`src/rtl/fsk_link_pkg.sv`:
```
// Shared state types and elaboration-time helpers for the FSK frame link.
package fsk_link_pkg;

  typedef enum logic [1:0] {TX_IDLE, TX_START, TX_DATA, TX_STOP} tx_state_t;
  typedef enum logic [1:0] {RX_IDLE, RX_CHECK, RX_DATA, RX_STOP} rx_state_t;

  // Edge spacing at or below this many cycles is classed as mark.
  function automatic int fsk_thresh(input int half0, input int half1);
    return (half0 + half1) / 2;
  endfunction

  // Bits needed to hold 0..n-1, never narrower than one bit.
  function automatic int cnt_w(input int n);
    return (n <= 2) ? 1 : $clog2(n);
  endfunction

endpackage

```
`src/rtl/fsk_edge_demod.sv`:
```
// FSK demodulator: synchronises sig_rx, times the spacing between edges of
// either polarity and classifies each spacing as mark or space.
module fsk_edge_demod
  import fsk_link_pkg::*;
#(
  parameter int HALF0 = 8,
  parameter int HALF1 = 4
) (
  input  logic sysclk,
  input  logic reset,
  input  logic sig_rx,
  output logic demod,
  output logic carrier
);

  localparam int SAT_VAL = 2 * HALF0 + 1;
  localparam int IW      = cnt_w(2 * HALF0 + 2);
  localparam logic [IW-1:0] SAT    = IW'(SAT_VAL);
  localparam logic [IW-1:0] SAT_M1 = IW'(SAT_VAL - 1);
  localparam logic [IW-1:0] THRESH = IW'(fsk_thresh(HALF0, HALF1));

  logic [2:0]    sync;
  logic          rx_edge;
  logic [IW-1:0] interval;

  // sync[1] is the metastability-hardened sample; sync[2] is its previous value.
  assign rx_edge = sync[2] ^ sync[1];

  // NOTE: sequential state uses non-blocking assignments so every flop sees pre-edge values.
  always_ff @(posedge sysclk or negedge reset) begin
    if (!reset) begin
      sync     <= '0;
      interval <= '0;
      demod    <= 1'b1;
      carrier  <= 1'b0;
    end else begin
      sync <= {sync[1:0], sig_rx};
      if (rx_edge) begin
        interval <= IW'(1);
        carrier  <= 1'b1;
        // First edge after silence has no meaningful spacing; keep reporting mark.
        demod    <= (interval == SAT) || (interval <= THRESH);
      end else if (interval != SAT) begin
        interval <= interval + IW'(1);
        if (interval == SAT_M1) begin
          carrier <= 1'b0;
          demod   <= 1'b1;
        end
      end
    end
  end

endmodule

```
`src/rtl/fsk_frame_link.sv`:
```
// FSK link endpoint: frames and tone-keys outgoing words onto sig_rf, and
// deframes words demodulated from sig_rx. All timing from sysclk counters.
module fsk_frame_link
  import fsk_link_pkg::*;
#(
  parameter int WIDTH   = 16,
  parameter int BIT_DIV = 256,
  parameter int HALF0   = 8,
  parameter int HALF1   = 4
) (
  input  logic             sysclk,
  input  logic             reset,
  input  logic [WIDTH-1:0] tx_data,
  input  logic             tx_valid,
  output logic             tx_ready,
  output logic             sig_rf,
  input  logic             sig_rx,
  output logic [WIDTH-1:0] rx_data,
  output logic             rx_valid,
  output logic             rx_err,
  output logic             carrier
);

  localparam int BW = cnt_w(BIT_DIV);
  localparam int XW = cnt_w(WIDTH);
  localparam int HW = cnt_w(HALF0);
  localparam logic [BW-1:0] BIT_LAST  = BW'(BIT_DIV - 1);
  localparam logic [BW-1:0] HALF_LAST = BW'(BIT_DIV / 2 - 1);
  localparam logic [XW-1:0] IDX_LAST  = XW'(WIDTH - 1);
  localparam logic [HW-1:0] H0_LAST   = HW'(HALF0 - 1);
  localparam logic [HW-1:0] H1_LAST   = HW'(HALF1 - 1);

  // ---------------- transmit framing ----------------
  tx_state_t        tx_state, tx_state_n;
  logic [BW-1:0]    tx_cnt;
  logic [XW-1:0]    tx_idx;
  logic [WIDTH-1:0] tx_shift;
  logic             tx_bit_end, tx_accept, tx_key;

  assign tx_bit_end = (tx_cnt == BIT_LAST);
  // Ready in the last stop cycle so a queued word follows with no idle gap.
  assign tx_ready   = (tx_state == TX_IDLE) || ((tx_state == TX_STOP) && tx_bit_end);
  assign tx_accept  = tx_valid && tx_ready;

  // NOTE: defaults first so every path assigns every output and no latch is inferred.
  always_comb begin
    tx_state_n = tx_state;
    tx_key     = 1'b1;
    case (tx_state)
      TX_IDLE:  if (tx_accept) tx_state_n = TX_START;
      TX_START: begin
        tx_key = 1'b0;
        if (tx_bit_end) tx_state_n = TX_DATA;
      end
      TX_DATA: begin
        tx_key = tx_shift[WIDTH-1];
        if (tx_bit_end && (tx_idx == IDX_LAST)) tx_state_n = TX_STOP;
      end
      TX_STOP:  if (tx_bit_end) tx_state_n = tx_accept ? TX_START : TX_IDLE;
      default:  tx_state_n = TX_IDLE;
    endcase
  end

  always_ff @(posedge sysclk or negedge reset) begin
    if (!reset) begin
      tx_state <= TX_IDLE;
      tx_cnt   <= '0;
      tx_idx   <= '0;
      tx_shift <= '0;
    end else begin
      tx_state <= tx_state_n;
      if (tx_accept) begin
        tx_shift <= tx_data;
        tx_cnt   <= '0;
        tx_idx   <= '0;
      end else if (tx_state != TX_IDLE) begin
        tx_cnt <= tx_bit_end ? '0 : tx_cnt + BW'(1);
        if ((tx_state == TX_DATA) && tx_bit_end) begin
          tx_shift <= tx_shift << 1;
          tx_idx   <= (tx_idx == IDX_LAST) ? '0 : tx_idx + XW'(1);
        end
      end
    end
  end

  // ---------------- phase-continuous tone generator ----------------
  // The keyed bit is only picked up at a toggle, so a half-period is never cut short.
  logic [HW-1:0] tone_cnt;
  logic          tone_mark;

  always_ff @(posedge sysclk or negedge reset) begin
    if (!reset) begin
      tone_cnt  <= '0;
      tone_mark <= 1'b1;
      sig_rf    <= 1'b0;
    end else if (tone_cnt == (tone_mark ? H1_LAST : H0_LAST)) begin
      tone_cnt  <= '0;
      tone_mark <= tx_key;
      sig_rf    <= ~sig_rf;
    end else begin
      tone_cnt <= tone_cnt + HW'(1);
    end
  end

  // ---------------- receive deframing ----------------
  logic demod;

  fsk_edge_demod #(
    .HALF0 (HALF0),
    .HALF1 (HALF1)
  ) u_demod (
    .sysclk  (sysclk),
    .reset   (reset),
    .sig_rx  (sig_rx),
    .demod   (demod),
    .carrier (carrier)
  );

  rx_state_t        rx_state, rx_state_n;
  logic [BW-1:0]    rx_cnt;
  logic [XW-1:0]    rx_idx;
  logic [WIDTH-1:0] rx_shift;
  logic             rx_bit_end, valid_n, err_n;

  assign rx_bit_end = (rx_cnt == BIT_LAST);

  always_comb begin
    rx_state_n = rx_state;
    valid_n    = 1'b0;
    err_n      = 1'b0;
    case (rx_state)
      RX_IDLE: if (!demod) rx_state_n = RX_CHECK;
      RX_CHECK: begin
        if (!carrier) begin
          err_n      = 1'b1;
          rx_state_n = RX_IDLE;
        end else if (rx_cnt == HALF_LAST) begin
          rx_state_n = demod ? RX_IDLE : RX_DATA;
        end
      end
      RX_DATA: begin
        if (!carrier) begin
          err_n      = 1'b1;
          rx_state_n = RX_IDLE;
        end else if (rx_bit_end && (rx_idx == IDX_LAST)) begin
          rx_state_n = RX_STOP;
        end
      end
      RX_STOP: begin
        if (!carrier) begin
          err_n      = 1'b1;
          rx_state_n = RX_IDLE;
        end else if (rx_bit_end) begin
          valid_n    = demod;
          err_n      = !demod;
          rx_state_n = RX_IDLE;
        end
      end
      default: rx_state_n = RX_IDLE;
    endcase
  end

  always_ff @(posedge sysclk or negedge reset) begin
    if (!reset) begin
      rx_state <= RX_IDLE;
      rx_cnt   <= '0;
      rx_idx   <= '0;
      rx_shift <= '0;
      rx_data  <= '0;
      rx_valid <= 1'b0;
      rx_err   <= 1'b0;
    end else begin
      rx_state <= rx_state_n;
      rx_valid <= valid_n;
      rx_err   <= err_n;
      if (rx_state_n != rx_state) begin
        rx_cnt <= '0;
      end else if (rx_state != RX_IDLE) begin
        rx_cnt <= rx_bit_end ? '0 : rx_cnt + BW'(1);
      end
      if (rx_state == RX_CHECK) begin
        rx_idx <= '0;
      end else if ((rx_state == RX_DATA) && rx_bit_end) begin
        rx_shift <= (rx_shift << 1) | WIDTH'(demod);
        rx_idx   <= rx_idx + XW'(1);
      end
      if (valid_n) rx_data <= rx_shift;
    end
  end

endmodule

```
`config.mk`:
```
export PLATFORM = sky130hd
export DESIGN_NAME = fsk_frame_link
export DESIGN_NICKNAME = d
export VERILOG_FILES = /design/src/rtl/fsk_link_pkg.sv /design/src/rtl/fsk_edge_demod.sv /design/src/rtl/fsk_frame_link.sv
export SDC_FILE = /design/constraint.sdc
export NUM_CORES = 1
export LEC_CHECK = 0
export BUFFER_PORTS_ARGS = -buffer_cell sky130_fd_sc_hd__buf_2
export CAP_MARGIN = 20
export CORE_UTILIZATION = 49
export DETAILED_ROUTE_END_ITERATION = 10
export PLACE_DENSITY_LB_ADDON = 0.1
export SYNTH_ARGS = -nofsm -noshare
export SYNTH_HDL_FRONTEND = slang
export SYNTH_SLANG_ARGS = --single-unit
```
`constraint.sdc`:
```
create_clock -name sysclk -period 2.5 [get_ports sysclk]
set_input_delay 0.25 -clock sysclk [delete_from_list [all_inputs] [get_ports sysclk]]
set_output_delay 0.25 -clock sysclk [all_outputs]
set_load 0.05 [all_outputs]
```
==> flow_summary.yaml <==
outcome:
  status: "finished clean"
clocking:
  cts_max_path_buffers: 2
  post_cts_buffers: 0
  ctsHoldBuffers: 2
  cts_root_buffer: "clkbuf_8"
  cts-buffers-inserted: 9
  clock-sinks: 93
  postCtsResizedCells: 0
  cts_tree: "built"
  htreeDepth: 3
  clk_pin_slew_ns: 0.10
  worstSkewPairLatency_ns: 0.36
detailed_routing:
  route.detailed.drc: 0
  final_antenna_net_count: 0
  wire_per_inst_um: 14.1
  num_vias: 3018
  viasPerCell: 5.42
  routed_wl_um: 7840
  drt_iter0_markers: 103
  dr.pass1.iters: 4
worst_setup_path:
  max_stage_delay_ns: 0.51
  crit_arrival_ns: 2.45
  path_class: "flop to flop"
  startpoint_type: "flop"
  reg2reg_depth: 7
  crit_path_max_fanout: 8
  setup.worst_path.start: "rx_state[1]"
  critPathRequiredTime_ns: 2.76
  endpoint: "rx_cnt[0]"
  crit_buf_inv: 2
  timing.rr.start: "rx_state[1]"
  worstPathCellList: "inv_1 -> ha_1 -> o31ai_1 -> a2111oi_1 -> nor2_1 -> buf_4 -> nor3_1"
  cpMaxStageDelayCell: "a2111oi_1"
  r2r-end: "rx_cnt[0]"
  reg2reg_setup_slack_ns: 0.31
  critPathTopFamily: "compound AO/OA/AOI/OAI gates"
  endpoint_kind: "flop"
  cp.depth: 7
cells_and_area:
  areaGrowthSynthToFinish_pct: 12.0
  n_fill_cell: 766
  fin_area_mm2: 0.00500
  finish.utilization_pct: 57.1
  nets: 484
  final_layout_size_suffix_gt1_share_pct: 23.6
  n_antenna_cell: 0
sta:
  slew_headroom_pct: 64.0
  finalCritPeriodShare_pct: 87.5
  finalSetupViolCount: 0
  clock.fmax_mhz: 457
  whs_ns: 0.0933
  min_period_ns: 2.19
  timing.final.max_slew_violations: 0
  hold_violations: 0
  worstMarginPinSlew_ns: 0.538
  fin_setup_tns_ns: 0
  finClkSkew_ns: 0.0134
  rsz0062_at_grt: "false"
global_routing:
  grt_overflow: 0
  grt_pass1_wl_um: 14000
  grtUsageTotal_pct: 17.9
  grt_pass1_vias: 3027
  antenna_found_initial: 0
  grt_max_degree: 43
floorplanning:
  die_y_um: 97.5
  num_io_pins: 41
  die_area_mm2: 0.00950
  core_area_mm2: 0.00876
  fp.dieW_um: 97.5
  num_rows: 34
  start_util_pct: 51.0
power:
  p_per_area_mw_per_mm2: 821
  finalPower_w: 0.00410
  vdd_drop_max_mv: 0.604
  leakage_nw: 2.33
yosys:
  ys_top_cells_by_area: "dfrtp_1 51%, mux2_2 8.3%, ha_1 5.3%"
  yosys_warnings: 0
  muxShareOfSynthArea_pct: 11.7
  ys_async_sr_fraction_pct: 100
  syn_inst: 402
  syn_nets: 441
  ys_types: 48
  synth_compound_area_share_pct: 10.3
  synth_fa_ha_area_share_pct: 5.32
  synth_top_family_by_area: "simple AND/OR/NAND/NOR gates"
  synth_top_area_cell: "dfrtp_1"
  synth_top_area_share_pct: 51.0
  yosys_register_bits: 93
  syn_area_mm2: 0.00447
  syn_avg_cell_area_um2: 11.1
  synth-simple-area-share_pct: 14.2
  yosysMostFrequentCell: "dfrtp_1"
  synth-xor-area-share_pct: 3.14
  synth_seq_area_share_pct: 52.2
  synth_common_cells: "91 x dfrtp_1, 42 x nand2_1, 33 x mux2_2, 33 x o21ai_0, 19 x ha_1"
  synth-edff-count: 0
  synthFlopType: "dfrtp_1"
place:
  post_dp_cell_area_mm2: 0.00476
  place.gp.congestion: 0.886
  dp_hpwl_um: 5260
  port_buffers: 40
flow_run:
  maxCapViolations: 0
worst_hold_path:
  hold_path.class: "input pin to flop"
[stage by stage]
step | cells | worst slack, ns
2_1_floorplan | 402 | 0.463
3_3_place_gp | 540 | 0.405
3_5_place_dp | 540 | 0.324
4_1_cts | 557 | 0.298
5_1_grt | 557 | 0.0940
6_report | 557 | 0.313
[worst reg2reg max path: stages, from the launching register on]
cell	delay (ns)
dfrtp_1	0.44
inv_1	0.15
ha_1	0.38
o31ai_1	0.16
a2111oi_1	0.52
nor2_1	0.10
buf_4	0.18
nor3_1	0.18
[sequential cells by signal (all words and copies together) (netlist names), 2 cells and up]
signal and count:
u_demod.interval 5, tx_cnt 8, tx_state 2, rx_state 2, rx_shift 16, tx_idx 4, tone_cnt 3, tx_shift 16
rx_data 16, u_demod.sync 3, rx_idx 4, rx_cnt 8
[layout make-up]
class | count | area, µm² | area share [%]
flip-flops and latches | 93 | 2330 | 46.6
repair buffers | 48 | 280 | 5.60
multi-input cells | 282 | 2000 | 39.9
inverters | 11 | 41.3 | 0.826
clock inverters | 6 | 95.1 | 1.90
clock buffers | 9 | 124 | 2.48
well taps | 108 | 135 | 2.70
[how the worst min path moves through the flow]
stage,start,end,depth (start not counted)
3_5_place_dp,reset,u_demod.carrier,1
3_3_place_gp,reset,u_demod.carrier,1
5_1_grt,tx_data[5],tx_shift[5],3
2_1_floorplan,reset,rx_cnt[0],0
6_report,tx_data[5],tx_shift[5],3
4_1_cts,tx_data[5],tx_shift[5],3
[layout by cell type, fill, tap and decap left out, types with 6 or more instances in the layout]
| cell type | n |
|---|---|
| inv_1 | 11 |
| nor2_1 | 18 |
| ha_1 | 19 |
| nand3_1 | 13 |
| xor2_1 | 10 |
| nand2b_1 | 6 |
| clkbuf_8 | 9 |
| mux2_2 | 33 |
| nand2_1 | 42 |
| a21oi_1 | 16 |
| mux2i_1 | 15 |
| o21ai_0 | 33 |
| dfrtp_1 | 91 |
| buf_2 | 39 |
| buf_4 | 6 |
| xnor2_1 | 6 |
| nor3_1 | 10 |
[cell families after synthesis]
| logic type | count (synthesis) |
|---|---|
| AOI/OAI and AO/OA | 75 |
| xor gates and xnor gates | 16 |
| buffers and inverters | 27 |
| and+or+nand+nor | 124 |
| muxes | 48 |
| adders and majority gates | 19 |
| DFF | 93 |
[power by group]
part           switching (W)  total, W  internal, W
Clock               0.000546   0.00111     0.000569
Combinational       0.000622   0.00104     0.000421
Sequential          0.000197   0.00195      0.00175
[layer usage]
| layer | vias to the layer above | routed length [µm] | share of wire (%) | GRT usage, % |
|---|---|---|---|---|
| met5 | - | 0 | 0 | 0 |
| met4 | 0 | 129 | 1.6 | 7.58 |
| met3 | 13 | 168 | 2.1 | 2.88 |
| met1 | 1460 | 3740 | 48 | 23.9 |
| li1 | 1503 | - | - | - |
| met2 | 42 | 3790 | 48 | 29.0 |
Note: power is estimated with default switching activity, not from simulation.
